## src/rtl/cpu_bus_pkg.sv

```systemverilog
// Shared definitions for the CPU-side SRAM-like bus.
//   SIZE_*         : encodings of the 2-bit transfer size field
//   owner_t        : which requester owns an outstanding transaction
//   grant_state_t  : states of the address-phase grant FSM in sram_req_arbiter
package cpu_bus_pkg;

  localparam logic [1:0] SIZE_BYTE = 2'd0;
  localparam logic [1:0] SIZE_HALF = 2'd1;
  localparam logic [1:0] SIZE_WORD = 2'd2;

  typedef enum logic {
    OWN_INST = 1'b0,
    OWN_DATA = 1'b1
  } owner_t;

  typedef enum logic [1:0] {
    ST_IDLE   = 2'd0,
    ST_LOCK_I = 2'd1,
    ST_LOCK_D = 2'd2
  } grant_state_t;

endpackage

```

## src/rtl/owner_fifo.sv

```systemverilog
// Small FIFO that remembers, in acceptance order, which requester owns each
// outstanding transaction on the shared port.
// Ports:
//   clk, reset : clock and synchronous active-high reset
//   push, din  : append an owner (ignored when full)
//   pop        : drop the head entry (ignored when empty)
//   dout       : owner at the head of the FIFO
//   full/empty : derived from the registered occupancy count
module owner_fifo
  import cpu_bus_pkg::*;
#(
  parameter int DEPTH = 2
) (
  input  logic   clk,
  input  logic   reset,
  input  logic   push,
  input  logic   pop,
  input  owner_t din,
  output owner_t dout,
  output logic   full,
  output logic   empty
);

  localparam int PTR_W = (DEPTH > 1) ? $clog2(DEPTH) : 1;
  localparam int CNT_W = $clog2(DEPTH + 1);

  owner_t             mem_q [DEPTH];
  owner_t             mem_d [DEPTH];
  logic [PTR_W-1:0]   wr_ptr_q, wr_ptr_d;
  logic [PTR_W-1:0]   rd_ptr_q, rd_ptr_d;
  logic [CNT_W-1:0]   count_q, count_d;
  logic               push_ok;
  logic               pop_ok;

  // Pointers wrap explicitly so DEPTH need not match the pointer range.
  function automatic logic [PTR_W-1:0] ptr_next(input logic [PTR_W-1:0] p);
    return (p == PTR_W'(DEPTH - 1)) ? '0 : p + 1'b1;
  endfunction

  assign full    = (count_q == CNT_W'(DEPTH));
  assign empty   = (count_q == '0);
  assign push_ok = push & ~full;
  assign pop_ok  = pop & ~empty;
  assign dout    = mem_q[rd_ptr_q];

  always_comb begin
    mem_d    = mem_q;
    wr_ptr_d = wr_ptr_q;
    rd_ptr_d = rd_ptr_q;
    count_d  = count_q;
    if (push_ok) begin
      mem_d[wr_ptr_q] = din;
      wr_ptr_d        = ptr_next(wr_ptr_q);
    end
    if (pop_ok) begin
      rd_ptr_d = ptr_next(rd_ptr_q);
    end
    if (push_ok && !pop_ok) begin
      count_d = count_q + 1'b1;
    end else if (pop_ok && !push_ok) begin
      count_d = count_q - 1'b1;
    end
  end

  always_ff @(posedge clk) begin
    if (reset) begin
      for (int i = 0; i < DEPTH; i++) mem_q[i] <= OWN_INST;
      wr_ptr_q <= '0;
      rd_ptr_q <= '0;
      count_q  <= '0;
    end else begin
      mem_q    <= mem_d;
      wr_ptr_q <= wr_ptr_d;
      rd_ptr_q <= rd_ptr_d;
      count_q  <= count_d;
    end
  end

endmodule

```

## src/rtl/sram_req_arbiter.sv

```systemverilog
// Arbitrates one SRAM-like split-transaction port between instruction fetch
// (inst_*) and data access (data_*). Data has fixed priority when idle; once a
// request is shown without acceptance the grant is locked to that side until
// addr_ok. Every accepted transaction records its owner so in-order responses
// (data_ok/rdata) are routed back to the right requester.
// Ports:
//   clk, reset                         : clock, synchronous active-high reset
//   inst_* / data_* (req..wdata)       : requester address phase inputs
//   inst_/data_addr_ok                 : address phase accepted for that side
//   inst_/data_data_ok, *_rdata        : response routed to that side
//   req, wr, size, addr, wstrb, wdata  : shared port request
//   addr_ok, data_ok, rdata            : shared port handshake / response
module sram_req_arbiter
  import cpu_bus_pkg::*;
#(
  parameter int ADDR_W = 32,
  parameter int DATA_W = 32,
  parameter int OUTS   = 2
) (
  input  logic                clk,
  input  logic                reset,
  input  logic                inst_req,
  input  logic                inst_wr,
  input  logic [1:0]          inst_size,
  input  logic [ADDR_W-1:0]   inst_addr,
  input  logic [DATA_W/8-1:0] inst_wstrb,
  input  logic [DATA_W-1:0]   inst_wdata,
  output logic                inst_addr_ok,
  output logic                inst_data_ok,
  output logic [DATA_W-1:0]   inst_rdata,
  input  logic                data_req,
  input  logic                data_wr,
  input  logic [1:0]          data_size,
  input  logic [ADDR_W-1:0]   data_addr,
  input  logic [DATA_W/8-1:0] data_wstrb,
  input  logic [DATA_W-1:0]   data_wdata,
  output logic                data_addr_ok,
  output logic                data_data_ok,
  output logic [DATA_W-1:0]   data_rdata,
  output logic                req,
  output logic                wr,
  output logic [1:0]          size,
  output logic [ADDR_W-1:0]   addr,
  output logic [DATA_W/8-1:0] wstrb,
  output logic [DATA_W-1:0]   wdata,
  input  logic                addr_ok,
  input  logic                data_ok,
  input  logic [DATA_W-1:0]   rdata
);

  grant_state_t state_q, state_d;
  logic         grant_valid;
  owner_t       grant_owner;
  logic         side_req;
  logic         accept;
  logic         fifo_full;
  logic         fifo_empty;
  owner_t       head_owner;
  logic         resp_valid;

  // Grant selection and next state. Full is taken from the registered FIFO
  // count, so a pop in the same cycle does not reopen the port.
  always_comb begin
    state_d     = state_q;
    grant_valid = 1'b0;
    grant_owner = OWN_INST;
    case (state_q)
      ST_IDLE: begin
        if (data_req) begin
          grant_valid = 1'b1;
          grant_owner = OWN_DATA;
        end else if (inst_req) begin
          grant_valid = 1'b1;
          grant_owner = OWN_INST;
        end
      end
      ST_LOCK_I: begin
        grant_valid = 1'b1;
        grant_owner = OWN_INST;
      end
      ST_LOCK_D: begin
        grant_valid = 1'b1;
        grant_owner = OWN_DATA;
      end
      default: begin
        grant_valid = 1'b0;
      end
    endcase

    side_req = (grant_owner == OWN_DATA) ? data_req : inst_req;
    req      = grant_valid & side_req & ~fifo_full;
    accept   = req & addr_ok;

    if (state_q == ST_IDLE) begin
      if (req && !addr_ok) begin
        state_d = (grant_owner == OWN_DATA) ? ST_LOCK_D : ST_LOCK_I;
      end
    end else if (accept) begin
      state_d = ST_IDLE;
    end
  end

  // Request fields follow the granted side, zero when nobody holds the grant.
  always_comb begin
    wr    = 1'b0;
    size  = '0;
    addr  = '0;
    wstrb = '0;
    wdata = '0;
    if (grant_valid) begin
      if (grant_owner == OWN_DATA) begin
        wr    = data_wr;
        size  = data_size;
        addr  = data_addr;
        wstrb = data_wstrb;
        wdata = data_wdata;
      end else begin
        wr    = inst_wr;
        size  = inst_size;
        addr  = inst_addr;
        wstrb = inst_wstrb;
        wdata = inst_wdata;
      end
    end
  end

  // Responses with nothing outstanding are protocol errors and are dropped;
  // rdata is only forwarded to the side that owns the head entry.
  assign resp_valid   = data_ok & ~fifo_empty;
  assign inst_addr_ok = accept & (grant_owner == OWN_INST);
  assign data_addr_ok = accept & (grant_owner == OWN_DATA);
  assign inst_data_ok = resp_valid & (head_owner == OWN_INST);
  assign data_data_ok = resp_valid & (head_owner == OWN_DATA);
  assign inst_rdata   = (!fifo_empty && head_owner == OWN_INST) ? rdata : '0;
  assign data_rdata   = (!fifo_empty && head_owner == OWN_DATA) ? rdata : '0;

  always_ff @(posedge clk) begin
    if (reset) begin
      state_q <= ST_IDLE;
    end else begin
      state_q <= state_d;
    end
  end

  owner_fifo #(
    .DEPTH(OUTS)
  ) u_owner_fifo (
    .clk   (clk),
    .reset (reset),
    .push  (accept),
    .pop   (data_ok),
    .din   (grant_owner),
    .dout  (head_owner),
    .full  (fifo_full),
    .empty (fifo_empty)
  );

endmodule

```

## config.mk

```make
export PLATFORM = sky130hd
export DESIGN_NAME = sram_req_arbiter
export DESIGN_NICKNAME = d
export VERILOG_FILES = /design/src/rtl/cpu_bus_pkg.sv /design/src/rtl/owner_fifo.sv /design/src/rtl/sram_req_arbiter.sv
export SDC_FILE = /design/constraint.sdc
export NUM_CORES = 1
export LEC_CHECK = 0
export ABC_AREA = 1
export BUFFER_PORTS_ARGS = -buffer_cell sky130_fd_sc_hd__buf_4
export CORE_AREA = 3 3 122 124
export CTS_CLUSTER_SIZE = 8
export DETAILED_ROUTE_END_ITERATION = 10
export DIE_AREA = 0 0 125 127
export HOLD_SLACK_MARGIN = 0.05
export PLACE_DENSITY = 0.58
export SYNTH_ARGS = -nofsm -noshare
export SYNTH_HDL_FRONTEND = slang
export SYNTH_HIERARCHICAL = 1
export SYNTH_SLANG_ARGS = --single-unit
```

## constraint.sdc

```tcl
create_clock -name clk -period 2.6 [get_ports clk]
set_input_delay 0.52 -clock clk [delete_from_list [all_inputs] [get_ports clk]]
set_output_delay 0.52 -clock clk [all_outputs]
set_load 0.05 [all_outputs]
```

# --- Word-level counts from Yosys, hierarchy flattened ---
# Index checks and enable logic that the tools add are counted.
word_totals:
  reg_bits: 8
classes:
  addsub: 4
  order_cmp: 3
  n_eq_ne: 4
  n_mux: 32
  n_bitwise: 15
  reduce_logical: 16
op_table:
  columns: ["op", "count"]
  rows:
  - ["32-bit 2-to-1 mux", 6]
  - ["2-bit 2-to-1 mux", 8]
  - ["1-bit 2-to-1 mux", 12]
  - ["1-bit AND", 9]
  - ["4-bit 2-to-1 mux", 2]
  - ["1-bit logical AND", 6]
  - ["2-bit == test, second input constant", 2]
  - ["2-bit greater-or-equal comparator, second input constant", 2]
  - ["1-bit zero test", 4]
  - ["2-bit zero test", 2]
  - ["1-bit NOT", 4]
  - ["1-bit NOT with 2-bit output", 2]
  - ["1-bit case mux with 2 select lines", 2]
  - ["2-bit nonzero test", 2]
  - ["1-bit adder, second input constant", 2]
  - ["2-bit by 1-bit adder with 2-bit output, second input constant", 1]
  - ["2-bit bitwise mux", 1]
  - ["2-bit by 1-bit == test with 1-bit output, second input constant", 1]
  - ["2-bit by 1-bit less-than comparator with 1-bit output, second input constant", 1]
  - ["2-bit by 1-bit != test with 1-bit output, second input constant", 1]
  - ["2-bit AND reduction", 1]
  - ["2-bit OR reduction", 1]
  - ["2-bit by 1-bit subtractor with 2-bit output, second input constant", 1]
  - ["1-bit demux with 1-bit select", 1]

# --- Depth between registers and ports, before layout ---
logic_depth:
  word_depth: 11
  depth_mapped: 19

# --- By module ---
# The synthesis kept the hierarchy.
modules_own_cells:
  columns: ["module", "instances", "cells_each", "area_each_um2", "seq_area_each_um2"]
  rows:
  - ["sram_req_arbiter", 1, 382, 1654.1, 40.0]
  - ["owner_fifo", 1, 49, 319.1, 120.1]

# --- Worst setup path after synthesis ---
# No wires, ideal clock.
synth_path:
  path_kind: "register to output"
  from: "reg state_q[1]"
  to: "out data_addr_ok"
  t_arrival_ns: 1.971
  t_required_ns: 2.080
  setup_slack_ns: 0.109
  stages_incl_launch_ff: 9
  path_buffers: 0
  path_cell_list: "dfxtp_1 -> inv_1 -> ha_1 -> inv_1 -> a21oi_2 -> nand2_1 -> inv_2 -> nand2_1 -> nor2_1"
synth_between:
  elab_chain_len: 7
  elab_cells_between_ends: 11
synth_rtl:
  columns: ["item", "line_no", "source"]
  rows:
  - ["from (decl)", "sram_req_arbiter.sv:51", "grant_state_t state_q, state_d;"]
  - ["from (signal assigned)", "sram_req_arbiter.sv:141", "state_q <= state_d;"]
  - ["2-bit == test, or another cell as far along", "sram_req_arbiter.sv:67", "case (state_q)"]
  - ["2-bit OR reduction (no source line) / 1-bit case mux with 2 select lines (equally long branches)", null, null]
  - ["1-bit case mux with 2 select lines / 1-bit 2-to-1 mux (equally long branches)", "sram_req_arbiter.sv:67, sram_req_arbiter.sv:90", null]
  - ["1-bit AND (*) (2 in series)", "sram_req_arbiter.sv:91", "req = grant_valid & side_req & ~fifo_full;"]
  - ["via req", "sram_req_arbiter.sv:40", "output logic req,"]
  - ["1-bit AND (*)", "sram_req_arbiter.sv:92", "accept = req & addr_ok;"]
  - ["1-bit AND (*)", "sram_req_arbiter.sv:131", "assign data_addr_ok = accept & (grant_owner == OWN_DATA);"]
  - ["to (decl)", "sram_req_arbiter.sv:37", "output logic data_addr_ok,"]
# Mark *: on every way through the listed nets, which the timed path passes. The rest lies on a longest branch.

# --- Final worst setup path ---
layout_path:
  from: "reg state_q[0]"
  to: "out addr[20]"
layout_between:
  elab_chain_len: 4
  elab_cells_between_ends: 8
layout_rtl:
  columns: ["item", "line_no", "source"]
  rows:
  - ["2-bit == test, or another cell as far along", "sram_req_arbiter.sv:67", null]
  - ["1-bit case mux with 2 select lines / 2-bit OR reduction (equally long branches)", null, null]
  - ["32-bit 2-to-1 mux / 1-bit case mux with 2 select lines (equally long branches)", "sram_req_arbiter.sv:111, sram_req_arbiter.sv:67", null]
  - ["32-bit 2-to-1 mux (*)", "sram_req_arbiter.sv:110", "if (grant_valid) begin"]
  - ["to (decl)", "sram_req_arbiter.sv:43", "output logic [ADDR_W-1:0] addr,"]
# Every way passes the cells marked *; elsewhere a longest branch is shown, timed or not.

==> impl_metrics.py <==
metrics = {
    "outcome": {
        "outcome": "completed",
    },
    "clock_tree": {
        "cts_tree": "done",
        "cts_buffer_depth": 2,
        "clk_pin_slew_ns": 0.04,
        "cts-root-buf": "clkbuf_16",
        "cts_inserted_buffers": 3,
        "cts_num_sinks": 8,
        "clk_latency_ns": 0.23,
        "cts_hold_buffers": 0,
        "h-tree-depth": 1,
    },
    "cells_and_area": {
        "final_nets": 929,
        "multiInputGateArea_um2": 1470,
        "fin_cells": 922,
        "register_area_um2": 161,
        "fillers": 1554,
        "diodes": 0,
        "drive_gt1_share_pct": 47.7,
        "syn_to_final_growth_pct": 143,
        "utilization_pct": 34.5,
    },
    "worst_setup_path": {
        "r2r-end": "u_owner_fifo/count_q[1]$_SDFFE_PP0P_",
        "critPathCaptureType": "primary output",
        "critPathLaunch": "state_q[0]$_SDFFE_PP0P_",
        "worstPathBufferInverterCount": 5,
        "crit_cells": 10,
        "cpMaxStageDelayCell": "dfxtp_1",
        "crit_path_start_kind": "flip-flop",
        "r2r_setup_slack_ns": 0.41,
        "endpoint": "addr[20]",
        "worst_ep_arrival_time_ns": 1.92,
        "max_stage_delay_ns": 0.34,
        "critPathRequiredTime_ns": 2.08,
        "worstPathMaxFanout": 15,
        "critPathKind": "reg2out",
        "reg2reg_depth": 19,
        "timing.rr.start": "state_q[0]$_SDFFE_PP0P_",
        "critPathTopFamily": "buffers and inverters",
        "crit_chain": "inv_2, ha_1, nand2_1, nand2_2, inv_2, buf_12, buf_4, nand2_1, a21oi_1, buf_4",
    },
    "sta": {
        "slew_violations": 0,
        "skew_ns": 0.00133,
        "relSlewSlack_pct": 59.5,
        "min_period_over_period_pct": 94.0,
        "tightestPinTransition_ns": 0.608,
        "timing.fmax_ghz": 0.409,
        "hold_viol_final": 0,
        "rsz0062_at_grt": "true",
        "setup_ws_ns": 0.156,
        "setup_tns_ns": 0,
        "finalCriticalPeriod_ns": 2.44,
        "setup_viol": 0,
    },
    "job": {
        "drv_cap": 0,
    },
    "hold_path": {
        "holdPathStages": 2,
        "hp-class": "in2reg",
    },
    "logic_synthesis": {
        "synth_edf_count": 0,
        "synthesis.area_um2": 1970,
        "synth_cells": 431,
        "synth_warnings": 6,
        "ys.flop_type": "dfxtp_1",
        "synth_cell_types": 22,
        "syn-num-nets": 616,
        "synth_seq_cells": 8,
        "syn_area_per_cell_um2": 4.58,
        "ys_seq_area_share_pct": 8.12,
        "synthArstFlopShare_pct": 0,
    },
    "place": {
        "dp.cells": 915,
        "dpl.hpwl_um": 10300,
        "gp_congestion": 0.911,
        "pre_cts_ws_ns": 0.301,
        "io_buffers": 319,
    },
    "pwr": {
        "powerDensity_nw_per_um2": 1660,
        "p_leak_nw": 2.81,
        "finalPower_mw": 7.95,
        "ir_worst_vdd_mv": 0.656,
    },
    "global_route": {
        "track_usage_pct": 13.8,
        "grt_pass1_wl_um": 18100,
        "antenna_found_initial": 0,
        "grt_pass1_vias": 3337,
        "grt_max_degree": 69,
        "overflow": 0,
    },
    "routing": {
        "drt_pass1_iterations": 4,
        "drt_drc_violations_left": 0,
        "wl_um": 12900,
        "ant_nets": 0,
        "drt-wirelength-per-cell_um": 14.0,
        "drtIter0Drc": 160,
        "viasPerCell": 4.06,
        "dr_total_vias": 3740,
    },
    "die": {
        "num_rows": 43,
        "initial_core_util_pct": 14.2,
        "coreArea_um2": 13900,
        "die-area_um2": 15900,
        "die_w_um": 125,
        "die_y_um": 127,
        "ioPinCount": 320,
    },
}
layer usage:
layer  vias to the layer above  share of wire (%)  GRT usage, %
li1                       1933                  -             -
met1                      1597                 40          17.1
met2                       189                 51          25.0
met3                        21                7.2          1.88
met4                         0                2.6          4.02
met5                         -                  0             0
cell type report:
type / instances / area share, %
repair buffers: 337 / 55.2
well taps: 180 / 4.70
flip-flops and latches: 8 / 3.37
multi-input cells: 338 / 30.7
inverters: 56 / 4.44
clock buffers: 3 / 1.57
placed cells by master, fill, tap and decap left out, types with 2 or more instances in the layout:
master     netlist  final
a21oi_1         74     73
o21ai_1          2      2
inv_1           52     51
dfxtp_1          8      7
buf_4            1    328
nand4_1          2      2
o21ai_0          3      3
nand3_2          2      2
nor2_1          78     78
buf_12           0      3
ha_1             5      5
buf_6            0      2
nand3_1          5      5
nand2_1        159    159
inv_2            4      4
clkbuf_16        0      6
nand2_2          2      2
kinds of logic (layout without fill, tap and decap cells):
| group | count (synthesis) | count (layout) | synth area share [%] |
|---|---|---|---|
| AOI/OAI and AO/OA | 82 | 82 | 21.2 |
| adders and majority gates | 5 | 5 | 3.17 |
| DFF | 8 | 8 | 8.12 |
| and+or+nand+nor | 251 | 251 | 49.6 |
| buffers and inverters | 85 | 396 | 17.9 |
Yosys cell counts, drive strengths merged (2+ instances only):
cell type	instances	area [um^2]
o21ai	5	25.0
nand2	161	609
ha	5	62.6
nor2	79	299
dfxtp	8	160
inv	56	210
clkbuf	4	15.0
a21oi	75	379
buf	25	128
nand3	7	45.0
nand4	2	12.5
per-stage QoR:
step | hold WS (ns) | area [um^2]
after floorplan | 0.459 | 1970
after global placement | 0.490 | 4610
after detailed placement | 0.486 | 4610
after CTS | 0.469 | 4680
after global routing | 0.479 | 4790
final | 0.462 | 4790
sequential cells by signal, summed over array words and instances (netlist names):
name,flops
u_owner_fifo/mem_q,2
u_owner_fifo/count_q,2
u_owner_fifo/rd_ptr_q,1
u_owner_fifo/wr_ptr_q,1
state_q,2
report_power, final:
part | switching (mW) | internal, mW
Clock | 0.0617 | 0.198
Sequential | 0.0412 | 0.170
Combinational | 5.29 | 2.18
worst min path at each step:
stage / end / start / slack (ns)
2_1_floorplan: u_owner_fifo/wr_ptr_q$_SDFFE_PP0P_ / u_owner_fifo/wr_ptr_q$_SDFFE_PP0P_ / 0.46
4_1_cts: state_q[1]$_SDFFE_PP0P_ / reset / 0.47
3_5_place_dp: u_owner_fifo/wr_ptr_q$_SDFFE_PP0P_ / u_owner_fifo/wr_ptr_q$_SDFFE_PP0P_ / 0.49
3_3_place_gp: u_owner_fifo/wr_ptr_q$_SDFFE_PP0P_ / u_owner_fifo/wr_ptr_q$_SDFFE_PP0P_ / 0.49
5_1_grt: state_q[1]$_SDFFE_PP0P_ / reset / 0.48
6_report: state_q[1]$_SDFFE_PP0P_ / reset / 0.46
timing repair:
action,4_1_cts,5_1_grt
gates resized for setup,0,8
endpoints found under the hold margin,0,0
endpoints found under the setup margin,0,63
setup buffers,0,1
(Power assumes the default switching activity.)
